### config.mk
export PLATFORM = sky130hd
export DESIGN_NAME = approx_error_monitor
export DESIGN_NICKNAME = d
export VERILOG_FILES = /design/src/rtl/approx_error_monitor.sv
export SDC_FILE = /design/constraint.sdc
export NUM_CORES = 1
export LEC_CHECK = 0
export CAP_MARGIN = 10
export CORE_MARGIN = 4
export CORE_UTILIZATION = 55
export CTS_CLUSTER_DIAMETER = 40
export DETAILED_ROUTE_END_ITERATION = 12
export GPL_TIMING_DRIVEN = 0
export HOLD_SLACK_MARGIN = 0.12
export PLACE_DENSITY = 0.91
export SKIP_LAST_GASP = 1
export SLEW_MARGIN = 20
export SYNTH_ARGS = -nofsm -noshare
export SYNTH_HDL_FRONTEND = slang
export SYNTH_SLANG_ARGS = --single-unit
### constraint.sdc
create_clock -name clk -period 9.2 [get_ports clk]
set_input_delay 1.84 -clock clk [delete_from_list [all_inputs] [get_ports clk]]
set_output_delay 1.84 -clock clk [all_outputs]
set_load 0.02 [all_outputs]
### src/rtl/approx_error_monitor.sv
// approx_error_monitor: exhaustive stimulus generator and error checker for
// combinational approximate |a-b| circuits. Drives every input vector once,
// captures the circuit response one cycle later and accumulates error stats.
module approx_error_monitor #(
  parameter int unsigned IN_W  = 4,
  parameter int unsigned OUT_W = 3,
  parameter int unsigned ET    = 1
) (
  input  logic                    clk,
  input  logic                    rst_n,
  input  logic                    start,
  output logic [IN_W-1:0]         dut_in,
  input  logic [OUT_W-1:0]        dut_out,
  output logic                    busy,
  output logic                    done,
  output logic [OUT_W-1:0]        max_err,
  output logic [IN_W:0]           err_count,
  output logic [OUT_W+IN_W-1:0]   err_sum,
  output logic                    pass,
  output logic                    fail_valid,
  output logic [IN_W-1:0]         fail_vec
);

  localparam int unsigned HALF_W = IN_W / 2;
  localparam int unsigned CNT_W  = IN_W + 1;
  localparam int unsigned SUM_W  = OUT_W + IN_W;
  localparam logic [IN_W-1:0] LAST_VEC = '1;

  typedef enum logic [1:0] {
    IDLE  = 2'd0,
    SWEEP = 2'd1,
    DRAIN = 2'd2,
    DONE  = 2'd3
  } state_t;

  state_t state_q;
  state_t state_d;
  logic   busy_d;
  logic   done_d;
  logic   start_ok;

  // Stage-1 capture of the stimulus and the circuit's response
  logic              s1_valid;
  logic [IN_W-1:0]   s1_vec;
  logic [OUT_W-1:0]  s1_out;

  // Stage-2 combinational error evaluation
  logic [HALF_W-1:0] op_a;
  logic [HALF_W-1:0] op_b;
  logic [HALF_W-1:0] exact_half;
  logic [OUT_W-1:0]  exact;
  logic [OUT_W-1:0]  err;
  logic [OUT_W-1:0]  max_next;
  logic              over_et;

  assign start_ok = (state_q == IDLE) && start;

  // Next-state and registered-output decode
  always_comb begin
    state_d = state_q;
    busy_d  = 1'b0;
    done_d  = 1'b0;
    case (state_q)
      IDLE:    if (start) state_d = SWEEP;
      SWEEP:   if (dut_in == LAST_VEC) state_d = DRAIN;
      DRAIN:   state_d = DONE;
      DONE:    state_d = IDLE;
      default: state_d = IDLE;
    endcase
    busy_d = (state_d == SWEEP) || (state_d == DRAIN);
    done_d = (state_d == DONE);
  end

  // State register and control outputs
  always_ff @(posedge clk) begin
    if (!rst_n) begin
      state_q <= IDLE;
      busy    <= 1'b0;
      done    <= 1'b0;
    end else begin
      state_q <= state_d;
      busy    <= busy_d;
      done    <= done_d;
    end
  end

  // Stimulus counter; parks on the last vector so dut_in stays quiet when idle
  always_ff @(posedge clk) begin
    if (!rst_n) begin
      dut_in <= '0;
    end else if (start_ok) begin
      dut_in <= '0;
    end else if ((state_q == SWEEP) && (dut_in != LAST_VEC)) begin
      dut_in <= dut_in + IN_W'(1);
    end
  end

  // Stage 1: sample the vector together with the circuit output it produced
  always_ff @(posedge clk) begin
    if (!rst_n) begin
      s1_valid <= 1'b0;
      s1_vec   <= '0;
      s1_out   <= '0;
    end else begin
      s1_valid <= (state_q == SWEEP);
      if (state_q == SWEEP) begin
        s1_vec <= dut_in;
        s1_out <= dut_out;
      end
    end
  end

  // Exact reference and absolute error of the captured response
  always_comb begin
    op_a       = s1_vec[HALF_W-1:0];
    op_b       = s1_vec[IN_W-1:HALF_W];
    exact_half = (op_a >= op_b) ? (op_a - op_b) : (op_b - op_a);
    exact      = OUT_W'(exact_half);
    err        = (exact >= s1_out) ? (exact - s1_out) : (s1_out - exact);
    over_et    = s1_valid && (32'(err) > ET);
    max_next   = (s1_valid && (err > max_err)) ? err : max_err;
  end

  // Stage 2: statistics accumulation, first-failure latch and verdict
  always_ff @(posedge clk) begin
    if (!rst_n) begin
      max_err    <= '0;
      err_count  <= '0;
      err_sum    <= '0;
      pass       <= 1'b0;
      fail_valid <= 1'b0;
      fail_vec   <= '0;
    end else if (start_ok) begin
      max_err    <= '0;
      err_count  <= '0;
      err_sum    <= '0;
      pass       <= 1'b0;
      fail_valid <= 1'b0;
      fail_vec   <= '0;
    end else begin
      if (s1_valid) begin
        max_err <= max_next;
        err_sum <= err_sum + SUM_W'(err);
        if (err != '0) err_count <= err_count + CNT_W'(1);
        if (over_et && !fail_valid) begin
          fail_valid <= 1'b1;
          fail_vec   <= s1_vec;
        end
      end
      // Verdict includes the final vector, which is accounted on this same edge
      if (state_q == DRAIN) pass <= (32'(max_next) <= ET);
    end
  end

endmodule

# Word-level counts from Yosys, hierarchy flattened
# Cells that the tools add are included.
[totals] reg_bits=37 inputBits=6 output_inout_bits=27
[classes] reduce_logical=12 n_addsub=7 magnitude_cmp=5 n_eq_ne=8 n_bitwise=1 mux=6
[ops] operator="$eq 2x2->1 const B" count=4
[ops] operator="$pmux 2 s4" count=1
[ops] operator="$add 7x3->7" count=1
[ops] operator="$mux 2" count=3
[ops] operator="$mux 3" count=2
[ops] operator="$add 5x1->5 const B" count=1
[ops] operator="$logic_and 1x1->1" count=5
[ops] operator="$add 4x1->4 const B" count=1
[ops] operator="$eq 2x1->1 const B" count=2
[ops] operator="$eq 4x4->1 const B" count=1
[ops] operator="$ne 4x4->1 const B" count=1
[ops] operator="$reduce_and 2->1" count=2
[ops] operator="$sub 2x2->2" count=2
[ops] operator="$ge 2x3->1" count=1
[ops] operator="$gt 3x1->1 const B" count=1
[ops] operator="$gt 3x3->1" count=1
[ops] operator="$le 3x1->1 const B" count=1
[ops] operator="$reduce_bool 3->1" count=1
[ops] operator="$sub 2x3->3" count=1
[ops] operator="$sub 3x2->3" count=1
[ops] operator="$ge 2x2->1" count=1
[ops] operator="$logic_not 2->1" count=1
[ops] operator="$reduce_or 2->1" count=1
[ops] operator="$logic_not 1->1" count=1
[ops] operator="other kinds (2)" count=2

# Logic depth before layout (Yosys ltp)
[depth] word_depth=8 mapped_depth=17 depth_no_buf=17

# Worst setup path before layout
# Ideal clock, no wire load.
[synth_timing] path_type="reg2reg" startpoint="reg s1_vec[0]" endpoint="reg pass" setup_time_ns=0.074 stages_incl_launch_ff=16 t_arrival_ns=3.847 setup_slack_ns=5.279 n_path_buf=0 cell_sequence="dfxtp_1 > inv_1 > ha_1 > fa_1 > o22ai_1 > nor2b_1 > a311o_1 > ha_1 > a21o_1 > mux2i_1 > mux2i_1 > ha_1 > a21boi_0 > a41oi_1 > or4_1 > a31oi_1"
[synth_between] elab_chain_cells=8 elab_cells_between_ends=12 classes_between="add/sub (4); order compare (4); mux (3); reduce/logical (1)"
[synth_lines] item="start: declaration" line="44" source="logic [IN_W-1:0] s1_vec;"
[synth_lines] item="start signal: assignment" line="107" source="s1_vec <= dut_in;"
[synth_lines] item="$sub 2x2->2 or $ge 2x2->1 (tied branches)" line="117" source="exact_half = (op_a >= op_b) ? (op_a - op_b) : (op_b - op_a);"
[synth_lines] item="$mux 2 (*)" line="117"
[synth_lines] item="$sub 3x2->3, or another cell as far along" line="119" source="err = (exact >= s1_out) ? (exact - s1_out) : (s1_out - exact);"
[synth_lines] item="$mux 3 (*)" line="119"
[synth_lines] item="$gt 3x3->1" line="121" source="max_next = (s1_valid && (err > max_err)) ? err : max_err;"
[synth_lines] item="$logic_and 1x1->1" line="121"
[synth_lines] item="$mux 3 (*)" line="121"
[synth_lines] item="$le 3x1->1 (*)" line="151" source="if (state_q == DRAIN) pass <= (32'(max_next) <= ET);"
[synth_lines] item="end signal: assignment" line="151"
[synth_lines] item="end: declaration" line="19" source="output logic pass,"
# Every way passes the cells marked *; elsewhere a longest branch is shown, timed or not.
# A chain may end at the register's enable or synchronous reset.

# Final worst setup path
# Same ends and word-level chain as after synthesis.

==> flow_summary.ini <==
[outcome]
outcome = finished, final reports clean

[place]
place_worst_setup_slack_ns = 4.91
gp_congestion = 0.927
place.port_buffers = 32
post-dp-hpwl_um = 3320

[logic_synthesis]
synthesis.area_per_instance_um2 = 8.83
synth.distinct_cells = 50
yosys_register_bits = 37
synth-edff-count = 0
synth.area.top_cells = dfxtp_1, ha_1, nand2_1
synth_area_leader_cell = dfxtp_1
netlist_instances = 234
synth.cell_area_mm2 = 0.00207
area_share_of_the_largest_cell_type_after_synthesis_pct = 35.8
synth_sequential_area_ratio_pct = 35.8
warnings_synthesis = 0
syn-num-nets = 257
synth-main-ff-cell = dfxtp_1
asyncSetResetFlopFracSynth_pct = 0

[worst_setup_path]
startpoint_type = flop
timing.reg2reg.setup_slack_ns = 4.82
timing_worst_setup_path_type = flop to flop
critical_path_cell_list = inv_1 -> ha_1 -> fa_1 -> o22ai_1 -> nor2b_1 -> a311o_1 -> ha_1 -> a21o_1 -> mux2i_1 -> mux2i_1 -> ha_1 -> a21boi_0 -> a41oi_1 -> or4_1 -> a31oi_1
critPathRequiredTime_ns = 9.41
critPathMostFrequentCell = ha_1
timing.critical_path.slowest_stage_cell = or4_1
endpoint_kind = flop
critical_path.reg2reg.endpoint = pass
r2r_cells = 15
worst_r2r_startpoint = s1_vec[0]
worst_stage_delay_on_the_critical_path_ns = 0.58
timing.critical_path.arrival_ns = 4.59
crit_path_max_fanout = 4

[sta]
fin_skew_ns = 0.00502
finalWorstSetupSlack_ns = 4.82
measured_slew_at_the_worst_slew_check_pin_ns = 0.631
finalCriticalPeriod_ns = 4.38
final-hold-violation-count = 0
grt_setup_unrepaired = no
report.final.setup_viol = 0
relSlewSlack_pct = 57.9
final.setup.tns_ns = 0
finalMaxSlewViolations = 0
post-route-period-util_pct = 47.6
max_freq_mhz = 228

[die]
boundaryPins = 33
die_area_mm2 = 0.00480
core_region_area_mm2 = 0.00363
starting_density_pct = 56.9
die_w_um = 69.3
row_count = 22
floorplan.die.height_um = 69.3

[final_layout]
fraction_of_layout_instances_using_a_drive_strength_above_1_pct = 6.23
fillerInstances = 293
area.growth.synth_to_final_pct = 22.6
antenna-diode-count = 0
fin_nets = 296

[job]
number_of_violations_of_the_max_capacitance_limit = 0

[routing]
route.antenna.remaining_nets = 0
drt-total-wl_um = 4410
route.detailed.vias_per_inst = 5.50
wire_per_inst_um = 13.7
drtPass1Iterations = 4
detailroute.via_count = 1766
number_of_drc_violations_after_detailed_routing = 0
drt-initial-drc-count = 103

[global_route]
grt_start_max_net_pins = 11
globalRouteOverflowTotal = 0
grt_antenna_before_repair = 0
grt.total_usage_pct = 18.7
grt_first_pass_wirelength_um = 7360
via_count_of_the_first_global_routing_pass = 1637

[clocking]
clk-insertion-delay-late_ns = 0.28
clk_pin_slew_ns = 0.07
cts_resized = 0
cts-root-to-sink-buffers = 2
clock-root-buffer = clkbuf_8
cts_post_setup_buffers_inserted = 0
cts_max_level = 2
cts-buffers-inserted = 5
cts.hold.buffers_added = 0
clock_sink_count = 37
cts_tree = built

[worst_hold_path]
min_delay_path_depth = 2
hold_end = s1_out[0]
holdCritStartpoint = s1_out[0]
worst_hold_path_class = flop to flop

[power]
total_leakage_power_nw = 1.00
overall_power_after_layout_mw = 0.345
max-vdd-ir-drop_mv = 0.0938
pwr_density_cell_mw_per_mm2 = 136
worst max-delay path: cells and delay by family, from the launching register on:
family                   cells  cell delay [ns]
AO/OA/AOI/OAI                6             1.31
adder cells (fa/ha/maj)      4             1.48
buffers and inverters        1             0.06
flip-flops                   1             0.38
multiplexers                 2             0.37
AND/OR/NAND/NOR              2             0.71
metal layers:
| layer | part of all wire (%) | track usage (%) | vias to the layer above |
|---|---|---|---|
| li1 | - | - | 894 |
| met1 | 45 | 23.2 | 816 |
| met2 | 48 | 30.9 | 46 |
| met3 | 4.6 | 4.93 | 10 |
| met4 | 2.4 | 7.16 | 0 |
| met5 | 0 | 0 | - |
cell type report:
class | count | area [µm²] | area share [%]
clock buffers | 7 | 86.3 | 3.41
inverters | 15 | 56.3 | 2.22
well taps | 48 | 60.1 | 2.37
multi-input cells | 175 | 1240 | 49.1
flip-flops and latches | 37 | 741 | 29.2
repair buffers | 32 | 320 | 12.6
plain buffers | 7 | 26.3 | 1.04
cells in the final DEF, fill, tap and decap left out, drive strengths merged, types with 3 or more instances in the layout:
cell           instances
nand2b                 5
ha                    14
xor2                   6
a21oi                 13
nand3                  5
o211ai                 3
o21ai                 12
inv                   15
clkdlybuf4s50         32
nor2                  23
a21boi                10
and2                   6
or3                    3
dfxtp                 37
fa                     3
nor2b                  4
mux2i                  9
clkbuf                14
nand2                 27
how the worst max path moves through the flow:
stage	to	slack, ns	startpoint	cells after the start
global placement	pass	4.97	s1_vec[0]	15
detailed placement	pass	4.91	s1_vec[0]	15
finish	pass	4.82	s1_vec[0]	15
global route	pass	4.61	s1_vec[0]	15
CTS	pass	4.84	s1_vec[0]	15
floorplan	pass	5.28	s1_vec[0]	15
cells in the mapped netlist, drive strengths merged (3+ instances only):
master and n:
dfxtp 37, nand2 27, nor2 23, inv 15, ha 14, a21oi 13
o21ai 12, a21boi 10, mux2i 9, clkbuf 7, and2 6, xor2 6
nand2b 5, nand3 5, nor2b 4, fa 3, o211ai 3, or3 3
through the flow:
step / hold slack (ns) / cell area [µm²] / util, % / std cells
final: 0.487 / 2530 / 69.7 / 321
after floorplan: 0.461 / 2070 / - / 234
after detailed placement: 0.480 / 2450 / 67.4 / 314
after global placement: 0.468 / 2450 / 67.4 / 314
after CTS: 0.488 / 2530 / 69.7 / 321
after global routing: 0.522 / 2530 / 69.7 / 321
registers in the layout, summed over array words and instances, names as in the netlist, named ones only:
name / cells
err_sum: 7
err_count: 5
dut_in: 4
fail_vec: 4
s1_vec: 4
s1_out: 3
max_err: 2
state_q: 2
busy: 1
done: 1
fail_valid: 1
pass: 1
s1_valid: 1
cells by family (layout without fill, tap and decap cells):
kind of cell / Yosys count / count (layout) / share of synthesized area, %
and+or+nand+nor: 84 / 84 / 20.6
AOI/OAI and AO/OA: 57 / 57 / 20.5
adders and majority gates: 17 / 17 / 11.4
xor gates and xnor gates: 8 / 8 / 3.39
buffers and inverters: 22 / 61 / 4.00
muxes: 9 / 9 / 4.36
DFF: 37 / 37 / 35.8
report_power, final:
| group | switching (mW) | internal, mW | leakage (nW) | total [mW] |
|---|---|---|---|---|
| clock network | 0.0532 | 0.0594 | 0.0443 | 0.113 |
| registers | 0.00371 | 0.164 | 0.299 | 0.167 |
| logic | 0.0392 | 0.0262 | 0.661 | 0.0654 |
| total | 0.0960 | 0.249 | 1.00 | 0.345 |
Note: power is estimated with default switching activity, not from simulation.
